--- src/rtl/fetch_ctrl.sv ---
// fetch_ctrl: instruction-fetch sequencing for the IF stage.
// Drives the PC load enable / next-PC value and the I-cache request, handles
// cache refills (MISS_WAIT), branch redirects (immediate in FETCH, deferred to
// refill completion in MISS_WAIT) and a terminal HALTED state.
// Optional feature: define FETCH_MISALIGN_TRAP_EN to send misaligned redirect
// targets to TRAP_VECTOR with a misalign_trap pulse; otherwise the target is
// word-aligned by clearing bits [1:0].
module fetch_ctrl #(
  parameter logic [31:0] RESET_VECTOR = 32'h0000_0000,
  parameter logic [31:0] TRAP_VECTOR  = 32'h0000_0100
) (
  input  logic        clk,
  input  logic        reset,
  input  logic [31:0] pc,
  input  logic        icache_ready,
  input  logic        icache_miss,
  input  logic        hazard_stall,
  input  logic        redirect,
  input  logic [31:0] redirect_target,
  input  logic        halt,
  output logic        pc_en,
  output logic [31:0] pc_next,
  output logic        icache_req,
  output logic        if_flush,
  output logic        misalign_trap
);

  typedef enum logic [1:0] {
    BOOT,
    FETCH,
    MISS_WAIT,
    HALTED
  } state_t;

  state_t      state;
  state_t      state_nx;
  logic        pend_valid;
  logic        pend_valid_nx;
  logic [31:0] pend_target;
  logic [31:0] pend_target_nx;

  logic [31:0] pc_seq;
  logic        apply_redir;
  logic [31:0] apply_src;

  assign pc_seq = pc + 32'd4;

  // State and pending-redirect registers, cleared asynchronously by reset
  always_ff @(posedge clk or posedge reset) begin
    if (reset) begin
      state       <= BOOT;
      pend_valid  <= 1'b0;
      pend_target <= '0;
    end else begin
      state       <= state_nx;
      pend_valid  <= pend_valid_nx;
      pend_target <= pend_target_nx;
    end
  end

  // Next-state and pending-redirect bookkeeping
  always_comb begin
    state_nx       = state;
    pend_valid_nx  = pend_valid;
    pend_target_nx = pend_target;
    case (state)
      BOOT: state_nx = FETCH;
      FETCH: begin
        if (halt) begin
          state_nx = HALTED;
        end else if (!redirect && icache_miss) begin
          state_nx = MISS_WAIT;
        end
      end
      MISS_WAIT: begin
        if (halt) begin
          state_nx      = HALTED;
          pend_valid_nx = 1'b0;
        end else if (icache_ready) begin
          state_nx      = FETCH;
          pend_valid_nx = 1'b0;
        end else if (redirect) begin
          pend_valid_nx  = 1'b1;
          pend_target_nx = redirect_target;
        end
      end
      HALTED: state_nx = HALTED;
      default: state_nx = BOOT;
    endcase
  end

  // Outputs: decided from state and current inputs only (never from pc_en)
  always_comb begin
    pc_en         = 1'b0;
    pc_next       = pc;
    icache_req    = 1'b0;
    if_flush      = 1'b0;
    misalign_trap = 1'b0;
    apply_redir   = 1'b0;
    apply_src     = redirect_target;
    if (reset) begin
      pc_next = RESET_VECTOR;
    end else begin
      case (state)
        BOOT: begin
          pc_en   = 1'b1;
          pc_next = RESET_VECTOR;
        end
        FETCH: begin
          if (!halt) begin
            icache_req = 1'b1;
            if (redirect) begin
              apply_redir = 1'b1;
            end else if (!icache_miss && !hazard_stall && icache_ready) begin
              pc_en   = 1'b1;
              pc_next = pc_seq;
            end
          end
        end
        MISS_WAIT: begin
          if (!halt) begin
            icache_req = 1'b1;
            // A live redirect on the refill-completion cycle beats the latched one
            if (icache_ready) begin
              if (redirect) begin
                apply_redir = 1'b1;
              end else if (pend_valid) begin
                apply_redir = 1'b1;
                apply_src   = pend_target;
              end
            end
          end
        end
        default: begin
        end
      endcase

      if (apply_redir) begin
        pc_en    = 1'b1;
        if_flush = 1'b1;
`ifdef FETCH_MISALIGN_TRAP_EN
        if (apply_src[1:0] != 2'b00) begin
          pc_next       = TRAP_VECTOR;
          misalign_trap = 1'b1;
        end else begin
          pc_next = apply_src;
        end
`else
        pc_next = {apply_src[31:2], 2'b00};
`endif
      end
    end
  end

`ifndef FETCH_MISALIGN_TRAP_EN
  logic unused_cfg;
  assign unused_cfg = ^{apply_src[1:0], TRAP_VECTOR};
`endif

endmodule

--- config.mk ---
export PLATFORM = sky130hd
export DESIGN_NAME = fetch_ctrl
export DESIGN_NICKNAME = d
export VERILOG_FILES = /design/src/rtl/fetch_ctrl.sv
export SDC_FILE = /design/constraint.sdc
export NUM_CORES = 1
export LEC_CHECK = 0
export BUFFER_PORTS_ARGS = -buffer_cell sky130_fd_sc_hd__buf_2
export CAP_MARGIN = 20
export CORE_MARGIN = 5
export CORE_UTILIZATION = 54
export CTS_CLUSTER_SIZE = 14
export DETAILED_ROUTE_END_ITERATION = 8
export PLACE_DENSITY = 0.95
export SYNTH_ARGS = -nofsm -noshare
export SYNTH_HDL_FRONTEND = slang
export SYNTH_SLANG_ARGS = --single-unit
--- constraint.sdc ---
create_clock -name clk -period 6.7 [get_ports clk]
set_clock_uncertainty 0.15 [all_clocks]
set_input_delay 1.34 -clock clk [delete_from_list [all_inputs] [get_ports clk]]
set_output_delay 1.34 -clock clk [all_outputs]
set_load 0.01 [all_outputs]
# ---- After elaboration in Yosys (flattened, before gate mapping)
# Cells that the tools add are included.
dict set report op_classes {
  muxes 38
  n_eq_ne 5
  n_bitwise 2
  n_addsub 1
  n_reduce_logical 12
}
# cell count
set ops {}
lappend ops {{$mux W32} 10}
lappend ops {{$pmux W32 S2} 1}
lappend ops {{$add A32 B3 Y32 const B} 1}
lappend ops {{$mux W1} 20}
lappend ops {{$mux W2} 4}
lappend ops {{$pmux W2 S4} 1}
lappend ops {{$ne A3 B3 Y1 const B} 2}
lappend ops {{$eq A2 B2 Y1 const B} 2}
lappend ops {{$pmux W1 S2} 2}
lappend ops {{$reduce_and A2 Y1} 2}
lappend ops {{$reduce_and A4 Y1} 1}
lappend ops {{$logic_and A1 B1 Y1} 3}
lappend ops {{$logic_not A1 Y1} 3}
lappend ops {{$reduce_bool A3 Y1} 1}
lappend ops {{$eq A2 B1 Y1 const B} 1}
lappend ops {{$logic_not A2 Y1} 1}
lappend ops {{$not A1 Y1} 2}
lappend ops {{$reduce_or A2 Y1} 1}
dict set report totals {
  in_bits 71
  output_inout_bits 36
  ff_bits 35
  elab_cells 61
}

# ---- Longest topological paths before layout
# Gate-level depths: netlist of run 1.
dict set report logic_depth {
  depth_word 9
  ltp_mapped 9
  mapped_depth_nobuf 7
}

# ---- Least setup slack after synthesis of run 1
# Ideal clock, no wire load.
dict set report synth_path {
  kind {input to output}
  startpoint {input reset}
  endpoint {output pc_next[22]}
  slack_ns 1.939
  required_time_ns 5.210
  path_buffers 2
  arrival_time_ns 3.271
  cell_stages 6
  cell_sequence {clkbuf_1 inv_1 and2_1 nand3_1 clkbuf_1 o21ai_0}
}
dict set report synth_between {
  elab_chain_len 1
}
# item line
set synth_lines {}
lappend synth_lines {{start: declaration} 13} ;# input logic reset,
lappend synth_lines {{$mux W32} 101} ;# if (reset) begin
lappend synth_lines {{end: declaration} 22} ;# output logic [31:0] pc_next,
# No other way between the ends.

# ---- Final worst setup path of run 1
dict set report layout_path {
  startpoint {input halt}
  endpoint {output pc_next[31]}
}
dict set report layout_between {
  elab_chain_len 5
  word_cells_on_any_way 10
  classes_between {mux: 10}
}
# item line
set layout_lines {}
lappend layout_lines {{start: declaration} 20} ;# input logic halt,
lappend layout_lines {{$mux W1 (on tied branches)} {121, 110}}
lappend layout_lines {{$pmux W1 S2} 104} ;# case (state)
lappend layout_lines {{$mux W1} 101}
lappend layout_lines {{$mux W32 *} 138} ;# if (apply_redir) begin
lappend layout_lines {{$mux W32 *} 101}
# Mark *: on every way between the ends. The rest lies on a longest branch, timed or not. The select of a mux whose other input is x is not followed.

==> qor.txt, run 1 <==
Final Max Tran Viols = 0
Commonest non-fill, non-tap cell in the layout = buf_2
Area Overhead vs Synth = 22.6%
Total track usage = 0.266
Cells after Synth = 310
Setup TNS = 0 ns
Maximum vdd drop = 0.000167 V
Worst EP arrival = 3.75 ns
Number of global-route vias before repair = 2980
Clock Tree Root = clkbuf_8
Grt ovf = 0
Worst hold path class = flip-flop to flip-flop
Area of the multi-input gates = 1870 um^2
Final Hold Fails = 0
Clock Pin Slew Worst Setup and Hold Paths = 0.06 ns
Die area = 6800 um^2
Final ANT Viol Nets = 0
Core Region = 5110 um^2
Final setup viols = 0
Antenna Diode Count = 0
Port-buffer cells = 103
Top Layer Used = met4
CP Data Required Time = 5.21 ns
Outcome = finished clean
Unrepaired setup endpoints after global routing = no
Mapped cell area = 2830 um^2
Vias = 2949
Post-synth top area share = 0.291
Clk_lat worst skew = 0.28 ns
Async set or reset register ratio after synthesis = 1.00
Iteration-0 DRC Markers = 239
Fmax = 0.191 GHz
Initial antenna violation count = 0
Met2 routed WL = 4060 um
Yosys top cell by area = dfrtp_1
Most frequent cells in the layout = 103 x buf_2, 34 x mux2_2, 33 x dfrtp_1
Placed insts = 468
Initial Utilization = 0.555
Cts repair resizes = 0
Clk sink count = 33
Pre-CTS setup slack = 1.55 ns
CTS tree = built
EDFF count, synth = 0
Final Total Pwr = 930 uW
Commonest register cell after synthesis = dfrtp_1
# IOs = 107
Post-synthesis cell type count = 50
Die width = 82.4 um
FILL cells = 412
Total power divided by cell area = 268 nW/um^2
Synth Warn # = 0
Slew @ Worst Pin = 0.995 ns
Die height = 82.4 um
Seq/Total Area, Yosys = 0.291
Max-cap violation count = 0
WL final = 8600 um
Critical path endpoint category = output port
Global-route wire length before repair = 13800 um
Via-to-Cell Ratio = 6.21
Register area = 826 um^2
Layout Cells excl Fill = 475
Final nets = 481
Post-CTS setup buffers = 0
Longest Clk Path Bufs = 2
Row cnt = 26
Slew headroom = 0.337
Routability cong. = 0.903
Crit share post-route = 0.782
Number of remaining DRC errors = 0
Finished Core Util = 0.680
#FFs+latches synth = 33
Fraction of layout cells with a size suffix above 1 = 0.388
Total CTS buffers = 5
Fin worst setup slack = 1.46 ns
Avg Cell Area, Syn = 9.14 um^2
Leakage power = 0.00147 uW
TritonRoute pass-1 iters = 5
Hold-fix buffers at CTS = 0
Post-DP HPWL = 6540 um
DR WL/cell = 18.1 um
Wl on met1 = 3410 um
Crit-path max FO = 15
Synth top area cells = dfrtp_1 29%, mux2_2 14%, mux2i_1 9.9%
Largest net degree at the start of global routing = 34
H-tree depth = 2
WS Path Type = primary input to output port
Mapped Nets = 386
DR WL met3 = 845 um
Critical Path Source Type = primary input
Min Tclk post-route = 5.24 ns
[stage by stage]
| step | hold slack (ns) | area, um^2 |
|---|---|---|
| CTS | 0.361 | 3470 |
| global placement | 0.333 | 3380 |
| global route | 0.377 | 3470 |
| detailed placement | 0.345 | 3390 |
| floorplan | 0.318 | 2830 |
| finish | 0.358 | 3470 |
[final cells by class]
cell class                 instances  area share
multi-input combinational        244       0.538
sequential                        33       0.238
timing repair buffer             108       0.160
tap                               70      0.0252
clock buffer                       7      0.0248
inverter                          13      0.0140
[kinds of logic (layout without fill, tap and decap cells)]
logic type	after synthesis	count (layout)	share of synthesized area
AOI/OAI and AO/OA	59	59	0.144
xor gates and xnor gates	19	19	0.0587
adders and majority gates	5	5	0.0221
buffers and inverters	33	128	0.0512
DFF	33	33	0.291
muxes	62	62	0.234
other	1	1	0.00132
and+or+nand+nor	98	98	0.197
[power by group]
part,internal [uW],total (uW),switching [uW]
logic,206,425,219
registers,298,351,53.4
clock network,81.5,154,72.1
total,586,930,345
[state kept, by name (all words and copies together) (netlist names)]
| register | count |
|---|---|
| pend_target | 30 |
| pend_valid | 1 |
| state | 2 |
[routing by layer]
metal,up-vias,GRT usage
li1,1362,-
met5,-,0
met4,0,0.128
met1,1392,0.336
met3,26,0.0640
met2,169,0.425
[Yosys cell counts, types with 2 or more instances]
library cell,instances
a221oi_1,2
a211oi_1,4
nand4_1,9
mux2_2,34
o21a_1,2
nor4_1,11
buf_4,3
and2_1,4
or2_2,2
and4_1,3
a31oi_1,2
inv_1,13
nor3_1,13
and3_1,3
o311ai_0,4
o22ai_1,18
clkbuf_1,14
o21ai_0,5
a311oi_1,2
a21oi_1,6
nor2_1,13
dfrtp_1,33
nand3b_1,2
nor2b_1,2
nand2_1,12
nand3_1,13
o211ai_1,7
or3_1,3
xnor2_1,19
mux2i_1,28
ha_1,5
[critical path, stage by stage]
cell and delay [ns]:
buf_2 0.14, nor3b_2 0.37, nand3b_1 0.48, nor3_1 0.77
a311oi_1 0.19, a211oi_1 0.27, buf_2 0.18
[path summary, 6_finish.rpt]
kind	startpoint	to	slack [ns]	cells past startpoint
worst max register to register	state[0]$_DFFE_PP0P_	pend_target[29]$_DFFE_PP0P_	4.49	6
worst min-delay path	pend_target[15]$_DFFE_PP0P_	pend_target[15]$_DFFE_PP0P_	0.36	1
worst min register to register	pend_target[15]$_DFFE_PP0P_	pend_target[15]$_DFFE_PP0P_	0.36	1
max in group asynchronous	reset	pend_target[27]$_DFFE_PP0P_	5.00	3
min in group asynchronous	reset	pend_target[29]$_DFFE_PP0P_	1.08	3
worst max-delay path	halt	pc_next[31]	1.46	7
(Power assumes the default switching activity.)
==> run 2: changes to the inputs <==
Settings changed: ABC_AREA set to 1, CORE_UTILIZATION 54 to 47, PLACE_DENSITY 0.95 to 0.86.
Clock period 6.7 ns to 4.65 ns, I/O delays scaled along.
==> qor.txt, run 2 <==
Outcome = finished clean
FILL cells = 743
Via-to-Cell Ratio = 5.20
TritonRoute pass-1 iters = 8
Clk_lat worst skew = 0.28 ns
DP Area = 3900 um^2
Reg2Reg Depth = 6
Total track usage = 0.231
Number of remaining DRC errors = 0
CTS tree = built
Longest Clk Path Bufs = 2
Worst EP arrival = 2.86 ns
Routability cong. = 0.946
# IOs = 107
Most frequent cells in the layout = 181 x nand2_1, 103 x buf_2, 69 x nand3_1
Largest net degree at the start of global routing = 49
Initial antenna violation count = 0
Final hold slack = 0.333 ns
DR WL/cell = 13.8 um
Post-CTS setup buffers = 0
CP Data Required Time = 3.57 ns
Maximum vdd drop = 0.000179 V
Post-synth top cells = 181 x nand2_1, 69 x nand3_1, 64 x inv_1
Fmax = 0.254 GHz
CP Depth = 9
Cells after Synth = 562
Leakage power = 0.00216 uW
Max-cap violation count = 0
Commonest register cell after synthesis = dfrtp_1
WP buf/inv = 3
Final ANT Viol Nets = 0
Antenna Diode Count = 0
Crit-path cells = buf_2 -> nor2_4 -> nand4_4 -> inv_2 -> nand2_1 -> o211ai_1 -> nand2_1 -> a21oi_1 -> buf_2
Unrepaired setup endpoints after global routing = no
Seq/Total Area, Yosys = 0.244
Max FFs per register = 30
Row cnt = 31
Synth top area cells = dfrtp_1 24%, nand2_1 20%, nand3_1 10%
Post-synthesis cell type count = 32
Clock Pin Slew Worst Setup and Hold Paths = 0.06 ns
WS Path Type = primary input to output port
H-tree depth = 2
Die area = 9000 um^2
Mapped cell area = 3380 um^2
Grt ovf = 0
Most flops, register = pend_target
Hold-critical path depth = 2
Slew headroom = 0.385
Critical path endpoint category = output port
Cell area after layout = 4020 um^2
Synth Warn # = 0
Clock Tree Root = clkbuf_8
Clk sink count = 33
Post-DP HPWL = 8260 um
Die width = 94.9 um
Count leader, synth = nand2_1
Cts repair resizes = 0
Global-route wire length before repair = 16600 um
Mapped Nets = 638
Total CTS buffers = 5
Vias = 3904
Area of the multi-input gates = 2160 um^2
Iteration-0 DRC Markers = 268
Number of global-route vias before repair = 3607
Area Overhead vs Synth = 18.6%
Yosys top cell by area = dfrtp_1
Async set or reset register ratio after synthesis = 1.00
Commonest non-fill, non-tap cell in the layout = nand2_1
WL final = 10400 um
Register area = 826 um^2
Crit path max-delay cell type = inv_2
Biggest regs = pend_target (30), state (2), pend_valid (1)
Min Tclk post-route = 3.94 ns
CP delay by family, top = buffers and inverters
Hold-fix buffers at CTS = 0
Post-synth top area share = 0.244
Total power divided by cell area = 176 nW/um^2
Fraction of layout cells with a size suffix above 1 = 0.229
Port-buffer cells = 103
Die height = 94.9 um
Worst hold path class = flip-flop to flip-flop
Slew @ Worst Pin = 0.922 ns
Final nets = 727
CP max stage delay = 0.61 ns
Setup TNS = 0 ns
EDFF count, synth = 0
Critical Path Source Type = primary input
Final Max Tran Viols = 0
Avg Cell Area, Syn = 6.02 um^2
Core Region = 7140 um^2
Final setup viols = 0
Final Hold Fails = 0
Crit share post-route = 0.848
#FFs+latches synth = 33
Initial Utilization = 0.474
Crit-path max FO = 45
-- run 2: cell count changes in the layout (fill, tap and decap cells not counted), sizes merged, moves of 11 or more --
cell / previous run / this run
nand2: 12 / 184
nor4: 11 / 0
nor2: 13 / 70
mux2i: 28 / 0
xnor2: 19 / 0
o22ai: 18 / 1
o21ai: 5 / 22
nor3: 13 / 1
nand3: 14 / 69
inv: 13 / 67
a21oi: 6 / 33
mux2: 34 / 14
-- run 2: report_power, final --
| part | total [uW] | switching [uW] | internal, uW | leakage, uW |
|---|---|---|---|---|
| Clock | 275 | 101 | 175 | 0.0000585 |
| Sequential | 287 | 0 | 287 | 0.000451 |
| Combinational | 146 | 90.1 | 55.8 | 0.00165 |
-- run 2: worst paths after layout --
kind / start / endpoint / slack, ns
worst max-delay path: halt / pc_next[31] / 0.71
worst min-delay path: pend_target[4]$_DFFE_PP0P_ / pend_target[4]$_DFFE_PP0P_ / 0.33
worst max register to register: state[0]$_DFFE_PP0P_ / pend_target[24]$_DFFE_PP0P_ / 2.34
worst min register to register: pend_target[4]$_DFFE_PP0P_ / pend_target[4]$_DFFE_PP0P_ / 0.33
max in group asynchronous: reset / pend_target[9]$_DFFE_PP0P_ / 2.98
min in group asynchronous: reset / pend_target[6]$_DFFE_PP0P_ / 0.70
-- run 2: cells by family after synthesis --
logic type	Yosys count	synth area share
fa+ha+maj	5	0.0185
buf+inv	91	0.118
flops	33	0.244
other cells	1	0.00111
compound gates	80	0.136
simple gates	338	0.436
mux	14	0.0466
-- run 2: per-stage QoR --
stage,setup WS (ns),utilization,cells,total power (uW)
finish,0.706,0.563,751,708
detailed placement,0.741,0.546,743,437
global placement,0.774,0.546,743,435
floorplan,0.982,-,562,363
global route,0.494,0.563,751,740
CTS,0.733,0.563,751,715
-- run 2: layer usage --
layer / up-vias / share of wire / GRT usage
li1: 1996 / - / -
met1: 1761 / 0.43 / 0.303
met2: 119 / 0.48 / 0.375
met3: 28 / 0.059 / 0.0367
met4: 0 / 0.034 / 0.102
met5: - / 0 / 0
-- run 2: final cells by class --
class,instances,share of cell area
inverters,67,0.0626
clock buffers,7,0.0215
well taps,99,0.0309
multi-input cells,438,0.538
repair buffers,106,0.134
flip-flops and latches,33,0.206
clock inverters,1,0.00748
-- run 2: worst reg2reg max path: stages, from the launching register on --
cell	delay (ns)
dfrtp_1	0.41
inv_1	0.10
ha_1	0.30
nand2_1	0.12
inv_1	0.07
nand2_2	0.61
mux2_2	0.43
==> run 3: changes to the inputs <==
Clock period 4.65 ns to 3.2 ns, I/O delays scaled along.
==> qor.txt, run 3 (synthesized netlist as in run 2, its figures left out) <==
Outcome = finished clean
CP max stage delay = 0.44 ns
Total CTS buffers = 5
Slew headroom = 0.528
Largest net degree at the start of global routing = 57
# IOs = 107
Maximum vdd drop = 0.000291 V
Final ANT Viol Nets = 0
Final setup viols = 0
Final Hold Fails = 0
Port-buffer cells = 103
Cell mode on critical path = nand2_1
Die width = 94.9 um
WL final = 10500 um
Core Region = 7140 um^2
Row cnt = 31
R2r setup slk = 1.06 ns
Crit Reg-Reg Endpoint = pend_target[31]$_DFFE_PP0P_
CP delay by family, top = simple AND/OR/NAND/NOR gates
Reg2Reg Depth = 8
Leakage power = 0.00221 uW
Fraction of layout cells with a size suffix above 1 = 0.248
Die height = 94.9 um
H-tree depth = 2
Clk_lat worst skew = 0.29 ns
Min Tclk post-route = 3.09 ns
Final Max Tran Viols = 0
Via-to-Cell Ratio = 5.27
Crit-path max FO = 4
Crit share post-route = 0.966
TritonRoute pass-1 iters = 5
Iteration-0 DRC Markers = 276
CTS tree = built
Total power divided by cell area = 228 nW/um^2
WP buf/inv = 3
Initial antenna violation count = 0
Most flops, register = pend_target
Setup TNS = 0 ns
CP Data Required Time = 2.41 ns
Longest Clk Path Bufs = 2
Pre-CTS setup slack = 0.185 ns
Critical Path Source Type = flip-flop
Layout Cells excl Fill = 757
Fin worst setup slack = 0.109 ns
Final hold slack = 0.147 ns
Clock Tree Root = clkbuf_8
Grt ovf = 0
Area Overhead vs Synth = 22.5%
Die area = 9000 um^2
Final nets = 734
Total track usage = 0.236
Clock Pin Slew Worst Setup and Hold Paths = 0.07 ns
DR WL/cell = 13.8 um
Max-cap violation count = 0
Critical path endpoint category = output port
Global-route wire length before repair = 16900 um
Number of remaining DRC errors = 0
Initial Utilization = 0.474
Biggest regs = pend_target (30), state (2), pend_valid (1)
Most frequent cells in the layout = 181 x nand2_1, 103 x buf_2, 69 x nand3_1
Antenna Diode Count = 0
Hold-fix buffers at CTS = 0
Number of global-route vias before repair = 3699
Crit-path cells = inv_2 -> ha_2 -> inv_1 -> nand2_1 -> nand2_1 -> nor2_4 -> nand3_1 -> o21bai_1 -> nand2_1 -> a21oi_1 -> buf_2
Post-DP HPWL = 8310 um
Worst hold path class = primary input to async pin
Routability cong. = 0.957
Placed insts = 748
Clk sink count = 33
Commonest non-fill, non-tap cell in the layout = nand2_1
Crit path max-delay cell type = dfrtp_1
WS Path Type = flip-flop to output port
Slew @ Worst Pin = 0.706 ns
R2r startpoint = state[0]$_DFFE_PP0P_
Max FFs per register = 30
Vias = 3990
Worst EP arrival = 2.30 ns
Fmax = 0.323 GHz
[run 3: cell types whose count changed in the layout (fill, tap and decap cells not counted), sizes merged]
cell    before  now
buf        106  113
bufinv       1    0
[run 3: report_power, final]
part / internal (uW) / switching [uW]
combinational: 82.1 / 133
clock: 170 / 141
sequential: 417 / 0
total: 670 / 275
[run 3: worst max-delay path by stage]
stage	startpoint	endpoint	slack, ns	cells after the start
2_1_floorplan	reset	pc_next[25]	0.11	4
3_3_place_gp	pc[2]	pc_next[24]	0.23	11
3_5_place_dp	pc[2]	pc_next[24]	0.19	11
4_1_cts	state[1]$_DFFE_PP0P_	pc_next[2]	0.03	11
5_1_grt	state[1]$_DFFE_PP0P_	pc_next[2]	-0.01	12
6_report	state[1]$_DFFE_PP0P_	pc_next[8]	0.11	11
[run 3: repair_timing]
| item | CTS | global route |
|---|---|---|
| gates resized for setup | 2 | 18 |
| setup buffers | 2 | 0 |
| pin swaps | 1 | 1 |
| endpoints found under the setup margin | 5 | 30 |
[run 3: cell type report]
cell class	count	area, um^2
Inverter	67	256
Sequential cell	33	827
Clock buffer	7	86.3
Timing Repair Buffer	113	639
Multi-Input combinational cell	438	2210
Tap cell	99	124
Fill cell	724	2990
[run 3: per-stage QoR]
stage,cell area [um^2],power [uW],utilization
detailed placement,3960,637,0.555
floorplan,3380,527,-
CTS,4080,947,0.572
global route,4150,987,0.581
finish,4150,945,0.581
global placement,3960,634,0.555
[run 3: metal layers]
| metal | track usage | wire (um) |
|---|---|---|
| met1 | 0.308 | 4350 |
| met2 | 0.397 | 4950 |
| met3 | 0.0327 | 869 |
| met4 | 0.0829 | 290 |
| met5 | 0 | 0 |
